File: config.mk
export PLATFORM = sky130hd
export DESIGN_NAME = branch_predictor
export DESIGN_NICKNAME = d
export VERILOG_FILES = /design/src/rtl/bp_pkg.sv /design/src/rtl/bp_counter_table.sv /design/src/rtl/branch_predictor.sv
export SDC_FILE = /design/constraint.sdc
export NUM_CORES = 2
export LEC_CHECK = 0
export BUFFER_PORTS_ARGS = -buffer_cell sky130_fd_sc_hd__buf_2
export CAP_MARGIN = 20
export CELL_PAD_IN_SITES_DETAIL_PLACEMENT = 1
export CELL_PAD_IN_SITES_GLOBAL_PLACEMENT = 2
export CORE_ASPECT_RATIO = 0.6
export CORE_MARGIN = 1.5
export CORE_UTILIZATION = 32
export DETAILED_ROUTE_END_ITERATION = 6
export PLACE_DENSITY_LB_ADDON = 0.1
export RECOVER_POWER = 100
export REMOVE_ABC_BUFFERS = 1
export SYNTH_ARGS = -nofsm -noshare
export SYNTH_HDL_FRONTEND = slang
export SYNTH_SLANG_ARGS = --single-unit
export TNS_END_PERCENT = 10
File: constraint.sdc
create_clock -name i_clk -period 3.4 [get_ports i_clk]
set_input_delay 0.17 -clock i_clk [delete_from_list [all_inputs] [get_ports i_clk]]
set_output_delay 0.17 -clock i_clk [all_outputs]
set_load 0.005 [all_outputs]
File: src/rtl/bp_pkg.sv
// Shared types and helpers for the BTB + 2-bit counter branch predictor.
// Counter encodings, fall-through offset and PC field slicing live here.
package bp_pkg;

    typedef enum logic [1:0] {
        CTR_SNT = 2'd0,
        CTR_WNT = 2'd1,
        CTR_WT  = 2'd2,
        CTR_ST  = 2'd3
    } ctr_e;

    localparam logic [31:0] FALL_THRU_OFS = 32'd8;

    function automatic logic [31:0] pc_field(
        input logic [31:0] pc,
        input int unsigned lsb,
        input int unsigned width
    );
        logic [31:0] mask;
        mask = (width >= 32) ? '1 : ((32'd1 << width) - 32'd1);
        return (pc >> lsb) & mask;
    endfunction

    function automatic ctr_e ctr_step(
        input ctr_e c,
        input logic taken
    );
        ctr_e n;
        n = c;
        if (taken) begin
            if (c != CTR_ST)
                n = ctr_e'(c + 2'd1);
        end else begin
            if (c != CTR_SNT)
                n = ctr_e'(c - 2'd1);
        end
        return n;
    endfunction

endpackage

File: src/rtl/bp_counter_table.sv
// 2-bit saturating direction counters: one async read port,
// one write port that either steps a counter or loads a fresh value.
module bp_counter_table
    import bp_pkg::*;
#(
    parameter int ENTRIES = 64,
    localparam int IDX_W = $clog2(ENTRIES)
) (
    input  logic             i_clk,
    input  logic             i_rst_n,
    input  logic [IDX_W-1:0] i_rd_idx,
    output ctr_e             o_rd_ctr,
    input  logic             i_wr_en,
    input  logic             i_wr_load,
    input  logic [IDX_W-1:0] i_wr_idx,
    input  logic             i_wr_taken,
    input  ctr_e             i_wr_val
);

    ctr_e ctr_q [ENTRIES];
    ctr_e wr_d;

    assign o_rd_ctr = ctr_q[i_rd_idx];

    always_comb begin
        wr_d = ctr_step(ctr_q[i_wr_idx], i_wr_taken);
        if (i_wr_load)
            wr_d = i_wr_val;
    end

    always_ff @(posedge i_clk or negedge i_rst_n) begin
        if (!i_rst_n) begin
            for (int i = 0; i < ENTRIES; i++)
                ctr_q[i] <= CTR_WNT;
        end else if (i_wr_en) begin
            ctr_q[i_wr_idx] <= wr_d;
        end
    end

endmodule

File: src/rtl/branch_predictor.sv
// Direct-mapped BTB with 2-bit direction counters and delay-slot fall-through.
// Define BP_GSHARE_EN to index the counters by PC index XOR global history.
module branch_predictor
    import bp_pkg::*;
#(
    parameter int ENTRIES  = 64,
    parameter int TAG_BITS = 8,
    parameter int GHR_BITS = 6
) (
    input  logic        i_clk,
    input  logic        i_rst_n,
    input  logic        i_flush,
    input  logic [31:0] i_fetch_pc,
    output logic        o_hit,
    output logic        o_pred_taken,
    output logic [31:0] o_pred_target,
    input  logic        i_upd_valid,
    input  logic [31:0] i_upd_pc,
    input  logic        i_upd_taken,
    input  logic [31:0] i_upd_target,
    input  logic        i_upd_uncond
);

    localparam int IDX_W   = $clog2(ENTRIES);
    localparam int TAG_LSB = IDX_W + 2;

    logic [ENTRIES-1:0]  valid_q;
    logic [ENTRIES-1:0]  unc_q;
    logic [TAG_BITS-1:0] tag_q [ENTRIES];
    logic [31:0]         tgt_q [ENTRIES];

    logic [IDX_W-1:0]    f_idx, u_idx;
    logic [IDX_W-1:0]    f_cidx, u_cidx;
    logic [TAG_BITS-1:0] f_tag, u_tag;
    logic                u_match, upd_hit, upd_alloc;
    ctr_e                f_ctr, alloc_ctr;

    assign f_idx = IDX_W'(pc_field(i_fetch_pc, 2, IDX_W));
    assign u_idx = IDX_W'(pc_field(i_upd_pc, 2, IDX_W));
    assign f_tag = TAG_BITS'(pc_field(i_fetch_pc, TAG_LSB, TAG_BITS));
    assign u_tag = TAG_BITS'(pc_field(i_upd_pc, TAG_LSB, TAG_BITS));

`ifdef BP_GSHARE_EN
    logic [GHR_BITS-1:0] ghr_q;
    logic [GHR_BITS-1:0] ghr_d;

    assign ghr_d  = GHR_BITS'({ghr_q, i_upd_taken});
    assign f_cidx = f_idx ^ IDX_W'(ghr_q);
    assign u_cidx = u_idx ^ IDX_W'(ghr_q);

    // Flush discards the update, history included.
    always_ff @(posedge i_clk or negedge i_rst_n) begin
        if (!i_rst_n)
            ghr_q <= '0;
        else if (i_upd_valid && !i_upd_uncond && !i_flush)
            ghr_q <= ghr_d;
    end
`else
    assign f_cidx = f_idx;
    assign u_cidx = u_idx;
`endif

    assign o_hit        = valid_q[f_idx] && (tag_q[f_idx] == f_tag);
    assign o_pred_taken = o_hit && (f_ctr[1] || unc_q[f_idx]);
    assign o_pred_target = o_pred_taken ? tgt_q[f_idx]
                                        : i_fetch_pc + FALL_THRU_OFS;

    assign u_match   = valid_q[u_idx] && (tag_q[u_idx] == u_tag);
    assign upd_hit   = i_upd_valid && !i_flush && u_match;
    assign upd_alloc = i_upd_valid && !i_flush && !u_match && i_upd_taken;
    assign alloc_ctr = i_upd_uncond ? CTR_ST : CTR_WT;

    bp_counter_table #(
        .ENTRIES (ENTRIES)
    ) u_ctr (
        .i_clk      (i_clk),
        .i_rst_n    (i_rst_n),
        .i_rd_idx   (f_cidx),
        .o_rd_ctr   (f_ctr),
        .i_wr_en    (upd_hit || upd_alloc),
        .i_wr_load  (upd_alloc),
        .i_wr_idx   (u_cidx),
        .i_wr_taken (i_upd_taken),
        .i_wr_val   (alloc_ctr)
    );

    always_ff @(posedge i_clk or negedge i_rst_n) begin
        if (!i_rst_n) begin
            valid_q <= '0;
            unc_q   <= '0;
            for (int i = 0; i < ENTRIES; i++) begin
                tag_q[i] <= '0;
                tgt_q[i] <= '0;
            end
        end else if (i_flush) begin
            valid_q <= '0;
        end else if (upd_hit) begin
            unc_q[u_idx] <= i_upd_uncond;
            if (i_upd_taken)
                tgt_q[u_idx] <= i_upd_target;
        end else if (upd_alloc) begin
            valid_q[u_idx] <= 1'b1;
            unc_q[u_idx]   <= i_upd_uncond;
            tag_q[u_idx]   <= u_tag;
            tgt_q[u_idx]   <= i_upd_target;
        end
    end

endmodule

Yosys cells after proc, flatten, opt, wreduce, memory -nomap -nowiden

Cells that the tools add are included.

Register bits after elaboration: 2816
Input port bits: 102
Output and inout bits: 34
Logic and storage cells: 280

Add/sub/neg operators: 3
$lt $le $gt $ge: 6
Equal/unequal tests: 5
Mux-type cells: 47
Bitwise gates (word level): 5
Reduce and logical (&&, ||, !) cells: 20

Operators with widths:

| cell                  | count |
|---|---|
| $mux 2048             | 3 |
| $bwmux 2048           | 1 |
| $bwmux 512            | 1 |
| $mux 64               | 5 |
| $bmux 32 s6           | 1 |
| $demux 32 s6          | 1 |
| $bwmux 128            | 1 |
| $mux 32               | 4 |
| $bmux 8 s6            | 2 |
| $bwmux 64             | 1 |
| $or 64x64->64         | 1 |
| $demux 8 s6           | 1 |
| $mux 8                | 5 |
| $add 32x4->32 const B | 1 |
| $bmux 2 s6            | 2 |
| $bmux 1 s6            | 3 |
| $mux 2                | 9 |
| $eq 8x8->1            | 2 |
| $ge 7x7->1 const B    | 2 |
| $lt 6x7->1 const B    | 2 |
| $not 6->7             | 2 |
| $demux 2 s6           | 1 |
| $logic_and 1x1->1     | 9 |
| $lt 7x1->1 const B    | 1 |
| other kinds (12)      | 25 |

Depth between registers and ports, before layout

Depth in word-level cells: 12
Mapped depth: 18
Depth with buffers taken out: 10

By module

A second synthesis with hierarchy kept.

Cell total of the unflattened synthesis: 9362
Area, all modules: 137709.6 µm²

Modules (own cells, without submodules):

| module           | instances | cells an instance | area each (µm²) |
|---|---|---|---|
| branch_predictor | 1         | 8662              | 130233.7 |
| bp_counter_table | 1         | 700               | 7475.9 |

Least setup slack after synthesis

No wires, ideal clock.

Kind: in2out
Start point: input port i_fetch_pc[2]
End point: output port o_pred_target[26]
Arrival: 3445 ps
Path slack: -215 ps
Stages: 12
Path buffers: 5
Cells stage by stage: buf_4 > buf_4 > buf_4 > buf_2 > mux4_2 > mux4_2 > mux2i_1 > o211ai_1 > xor2_1 > nor4_4 > buf_4 > mux2_1

Cells in the longest elaborated chain, start to end: 8
Elaborated cells on any way between the ends: 20

RTL lines:

| element                                    | line                                                                   | source |
|---|---|---|
| start, declared                            | branch_predictor.sv:13                                                 | `input logic [31:0] i_fetch_pc,` |
| $not 6->7 (not written as such)            | bp_counter_table.sv:23, branch_predictor.sv:63, branch_predictor.sv:65 |  |
| $bmux 8 s6                                 | branch_predictor.sv:63                                                 | `assign o_hit = valid_q[f_idx] && (tag_q[f_idx] == f_tag);` |
| $mux 8 (not written as such) (2 in series) | branch_predictor.sv:63                                                 |  |
| $eq 8x8->1                                 | branch_predictor.sv:63                                                 |  |
| $logic_and 1x1->1                          | branch_predictor.sv:63                                                 |  |
| $logic_and 1x1->1                          | branch_predictor.sv:64                                                 | `assign o_pred_taken = o_hit && (f_ctr[1] \|\| unc_q[f_idx]);` |
| $mux 32 (*)                                | branch_predictor.sv:65                                                 | `assign o_pred_target = o_pred_taken ? tgt_q[f_idx]` |
| end, declared                              | branch_predictor.sv:16                                                 | `output logic [31:0] o_pred_target,` |

Mark *: on every way between the ends. The rest lies on a longest branch, timed or not. The select of a mux whose other input is x is not followed.

Worst setup path after layout

Start point: input port i_upd_pc[2]
End point: register tag_q[408] (netlist name)

Cells in the longest elaborated chain, start to end: 10
Elaborated cells on any way between the ends: 20

RTL lines:

| element                                    | line                                            | source |
|---|---|---|
| start, declared                            | branch_predictor.sv:18                          | `input logic [31:0] i_upd_pc,` |
| $not 6->7 (not written as such)            | branch_predictor.sv:68, branch_predictor.sv:104 |  |
| $bmux 8 s6                                 | branch_predictor.sv:68                          | `assign u_match = valid_q[u_idx] && (tag_q[u_idx] == u_tag);` |
| $mux 8 (not written as such) (2 in series) | branch_predictor.sv:68                          |  |
| $eq 8x8->1                                 | branch_predictor.sv:68                          |  |
| $logic_and 1x1->1                          | branch_predictor.sv:68                          |  |
| $logic_not 1->1                            | branch_predictor.sv:70                          | `assign upd_alloc = i_upd_valid && !i_flush && !u_match && i_upd_taken;` |
| $logic_and 1x1->1 (2 in series)            | branch_predictor.sv:70                          |  |
| $reduce_and 3->1 (no line)                 | -                                               |  |
| end signal, assigned by index              | branch_predictor.sv:104                         | `tag_q[u_idx] <= u_tag;` |
| end, declared                              | branch_predictor.sv:29                          | `logic [TAG_BITS-1:0] tag_q [ENTRIES];` |

Several ways; a longest one is shown, not always the timed one. The select of a mux whose other input is x is not followed.
A chain may end at the register's enable or synchronous reset.

==> impl_metrics.ini <==
[critical_path]
cp_max_fo = 18
timing.rr.end = tag_q[388]$_DFFE_PN0P_
r2r_start = tag_q[78]$_DFFE_PN0P_
reg2reg_slack_ns = -1.16
end_kind = flip-flop
startpoint = i_upd_pc[2]
crit_end = tag_q[408]$_DFFE_PN0P_
critPathLaunchType = input port
crit_required_ns = 4.16
reg2reg_depth = 14
critPathKind = input port to flip-flop
worst-endpoint-arrival_ns = 5.95

[detailed_routing]
drcViolationCount = 0
routed-wl-met3_mm = 34.3
drt_iter0_drc = 6927
vias = 87400
highest-signal-layer = met5
wl_met1_mm = 273
wirelength_mm = 539
dr.pass1.iters = 6
route.met2.wl_mm = 219
wire_per_inst_um = 34.6
via_per_inst = 5.61
antenna_left = 0

[logic_synthesis]
yosysSeqAreaShare_pct = 52.3
syn_area_mm2 = 0.135
yosys_warnings = 0
synth-main-ff-cell = dfrtp_1
syn_avg_cell_area_um2 = 15.4
synth_async_sr_flop_share_pct = 100
synth_cell_types = 83
syn_inst = 8787
synth_edf_count = 0
ys_ff_latch = 2816

[status]
outcome = finished, violations left
violations = max-capacitance violations, max-slew violations, negative setup slack

[sta]
hold_slack_ns = 0.0722
hold_viol = 0
finClkSkew_ns = 0.0642
final_max_slew_viol_count = 672
max-slew-margin-rel_pct = -57.7
clock.fmax_mhz = 193
tightest_slew_ns = 2.37
rsz0062_at_grt = yes
fin_ws_ns = -1.78
setup_tns_ns = -1733.90
finalCritPeriodShare_pct = 152
fin_crit_ns = 5.18
setup_violations = 2703

[place]
gp_congestion = 0.899
dp_hpwl_mm = 365
port_buffers = 117
placed_cell_area_mm2 = 0.152
dpl_worst_slack_ns = -1.40

[final_layout]
fillers = 41800
layout-drive-gt1-share_pct = 53.2
register_area_mm2 = 0.0706
post-route-util_pct = 39.0
nNetsFinal = 9852
area_growth_syn_to_layout_pct = 21.1
design_area_mm2 = 0.163
multi_input_area_mm2 = 0.0614

[floorplanning]
start_util_pct = 32.2
die_area_mm2 = 0.426
core_area_mm2 = 0.419
die_height_um = 506
ios = 136
rows = 184
dieWidth_um = 842

[global_route]
grt.overflow.total = 0
antenna_found_initial = 54
grt_max_degree = 165
grt_use_total_pct = 25.1
grt_pass1_vias = 93400
grt_pass1_wl_mm = 762

[flow_run]
maxCapViolCount = 8

[cts]
cts_sinks = 2816
clock_tree.root_cell = clkbuf_16
h-tree-depth = 5
cts_buffers = 311
clockBufferDepth = 4
clock_latency_ns = 0.93
tritoncts = built
path_clk_slew_ns = 0.06

[power]
peakVddDrop_mv = 0.376
power_density_mw_per_mm2 = 486
power_leakage_nw = 75.9

[worst_hold_path]
hold_path.class = input port to flip-flop
hold_start = i_upd_target[8]
## timing repair
action                      CTS  global route
hold buffers                  8            11
setup endpoints to repair   802           802
buffers inserted             32            28
cloned                        5             2
resized for setup            61           136
pin swaps                    14            21
hold endpoints to repair   1511           413
## state kept, by name, indices dropped and copies added, names as in the netlist
register and flops:
tgt_q 2048, unc_q 64, valid_q 64, u_ctr.ctr_q 128, tag_q 512
## worst min-delay path by stage
stage / depth (start not counted) / end
after floorplan: 0 / tag_q[0]$_DFFE_PN0P_
final: 2 / tgt_q[1256]$_DFFE_PN0P_
after global placement: 1 / tgt_q[1954]$_DFFE_PN0P_
after detailed placement: 1 / tgt_q[2018]$_DFFE_PN0P_
after global routing: 3 / tag_q[151]$_DFFE_PN0P_
after CTS: 2 / tgt_q[605]$_DFFE_PN0P_
## area by class of cell
class / instances / share of cell area (%)
Antenna cell: 17 / 0.0260
Clock buffer: 458 / 5.57
Clock inverter: 95 / 0.781
Inverter: 13 / 0.0406
Multi-Input combinational cell: 5094 / 37.6
Sequential cell: 2816 / 43.2
Tap cell: 5580 / 4.27
Timing Repair Buffer: 1513 / 8.58
## cells in the mapped netlist (12+ instances only)
cell | n | area share [%]
dfrtp_1 | 2752 | 51
mux2_2 | 2143 | 18
mux4_2 | 789 | 13
mux2_1 | 655 | 5.5
clkbuf_1 | 587 | 1.6
mux2i_1 | 230 | 1.7
nor2_1 | 153 | 0.43
nand2_1 | 148 | 0.41
buf_2 | 101 | 0.37
a21oi_1 | 93 | 0.34
a22oi_1 | 89 | 0.49
o22ai_1 | 80 | 0.37
buf_1 | 76 | 0.21
buf_4 | 64 | 0.36
dfstp_2 | 64 | 1.2
o21ba_2 | 64 | 0.47
a221oi_1 | 61 | 0.40
nor3_4 | 56 | 0.67
nor3_1 | 54 | 0.20
o21ai_0 | 53 | 0.20
o221ai_1 | 48 | 0.31
o211ai_2 | 40 | 0.37
nand3_1 | 34 | 0.13
buf_6 | 30 | 0.25
a211oi_1 | 28 | 0.16
a22o_1 | 25 | 0.16
o211ai_1 | 25 | 0.14
xnor2_1 | 25 | 0.16
nand4_1 | 22 | 0.10
xor2_1 | 16 | 0.10
nand2b_1 | 14 | 0.065
a31oi_1 | 13 | 0.060
nor2b_1 | 12 | 0.056
## worst max-delay path, stage by stage
cell and delay (ns):
clkbuf_1 0.60, clkbuf_2 0.31, and2_0 0.24, clkbuf_1 1.17
a22oi_1 0.46, buf_4 0.31, o32a_1 0.33, nand4_1 0.13
nor3_2 0.09, xnor2_1 0.13, or4_4 0.60, nor2_4 0.18
buf_12 0.20, buf_12 0.12, buf_16 0.15, buf_8 0.14
nor3_4 0.05, buf_12 0.19, mux2_1 0.31
## cell usage in the layout (no fill, tap or decap), types with 17 or more instances in the layout
cell              n
dfstp_2          64
mux2_1          557
a22oi_1          89
buf_6            56
o211ai_1         25
o22ai_1          80
mux2_2         2133
mux2_4          108
clkbuf_2         32
clkbuf_1         96
nand4_1          22
xnor2_1          25
buf_4          1030
clkbuf_4         37
nand3_1          34
clkbuf_16       318
o21ai_0          53
nor3_1           52
o221ai_1         48
diode_2          17
nor2_4           41
dfrtp_1        2748
a221oi_1         61
o211ai_2         38
mux4_2          789
nor2_1          109
nand2_1         143
clkinv_2         49
a22o_1           25
a211oi_1         27
buf_2            93
mux2i_1         226
bufinv_16        26
dlygate4sd3_1    19
buf_12          203
a21oi_1          92
o21ba_2          62
clkbuf_8         70
nor3_4           57
## metal layers
layer	up-vias	global-route usage (%)
met5	-	0
met4	12	5.04
met3	572	4.89
met2	2311	34.5
met1	49300	40.4
li1	35200	-
## report_power, final
part / switching (W) / total [W] / internal (W)
logic: 0.00455 / 0.00805 / 0.00350
clock network: 0.0149 / 0.0355 / 0.0206
registers: 0.000883 / 0.0360 / 0.0351
total: 0.0203 / 0.0795 / 0.0592
## stage by stage
stage	cells	power [W]
after detailed placement	14900	0.0446
after global routing	15600	0.0825
after global placement	14900	0.0443
after CTS	15500	0.0805
final	15600	0.0795
after floorplan	7923	0.0394
## logic make-up (layout without fill, tap and decap cells)
group / after synthesis / in the layout / synth area share [%]
mux: 3817 / 3817 / 38.2
flops: 2816 / 2816 / 52.3
buf+inv: 877 / 2079 / 2.93
compound gates: 674 / 674 / 3.87
simple gates: 561 / 561 / 2.47
xor+xnor: 41 / 41 / 0.266
fa+ha+maj: 1 / 1 / 0.00927
other cells: 0 / 17 / 0
Note: power is estimated with default switching activity, not from simulation.
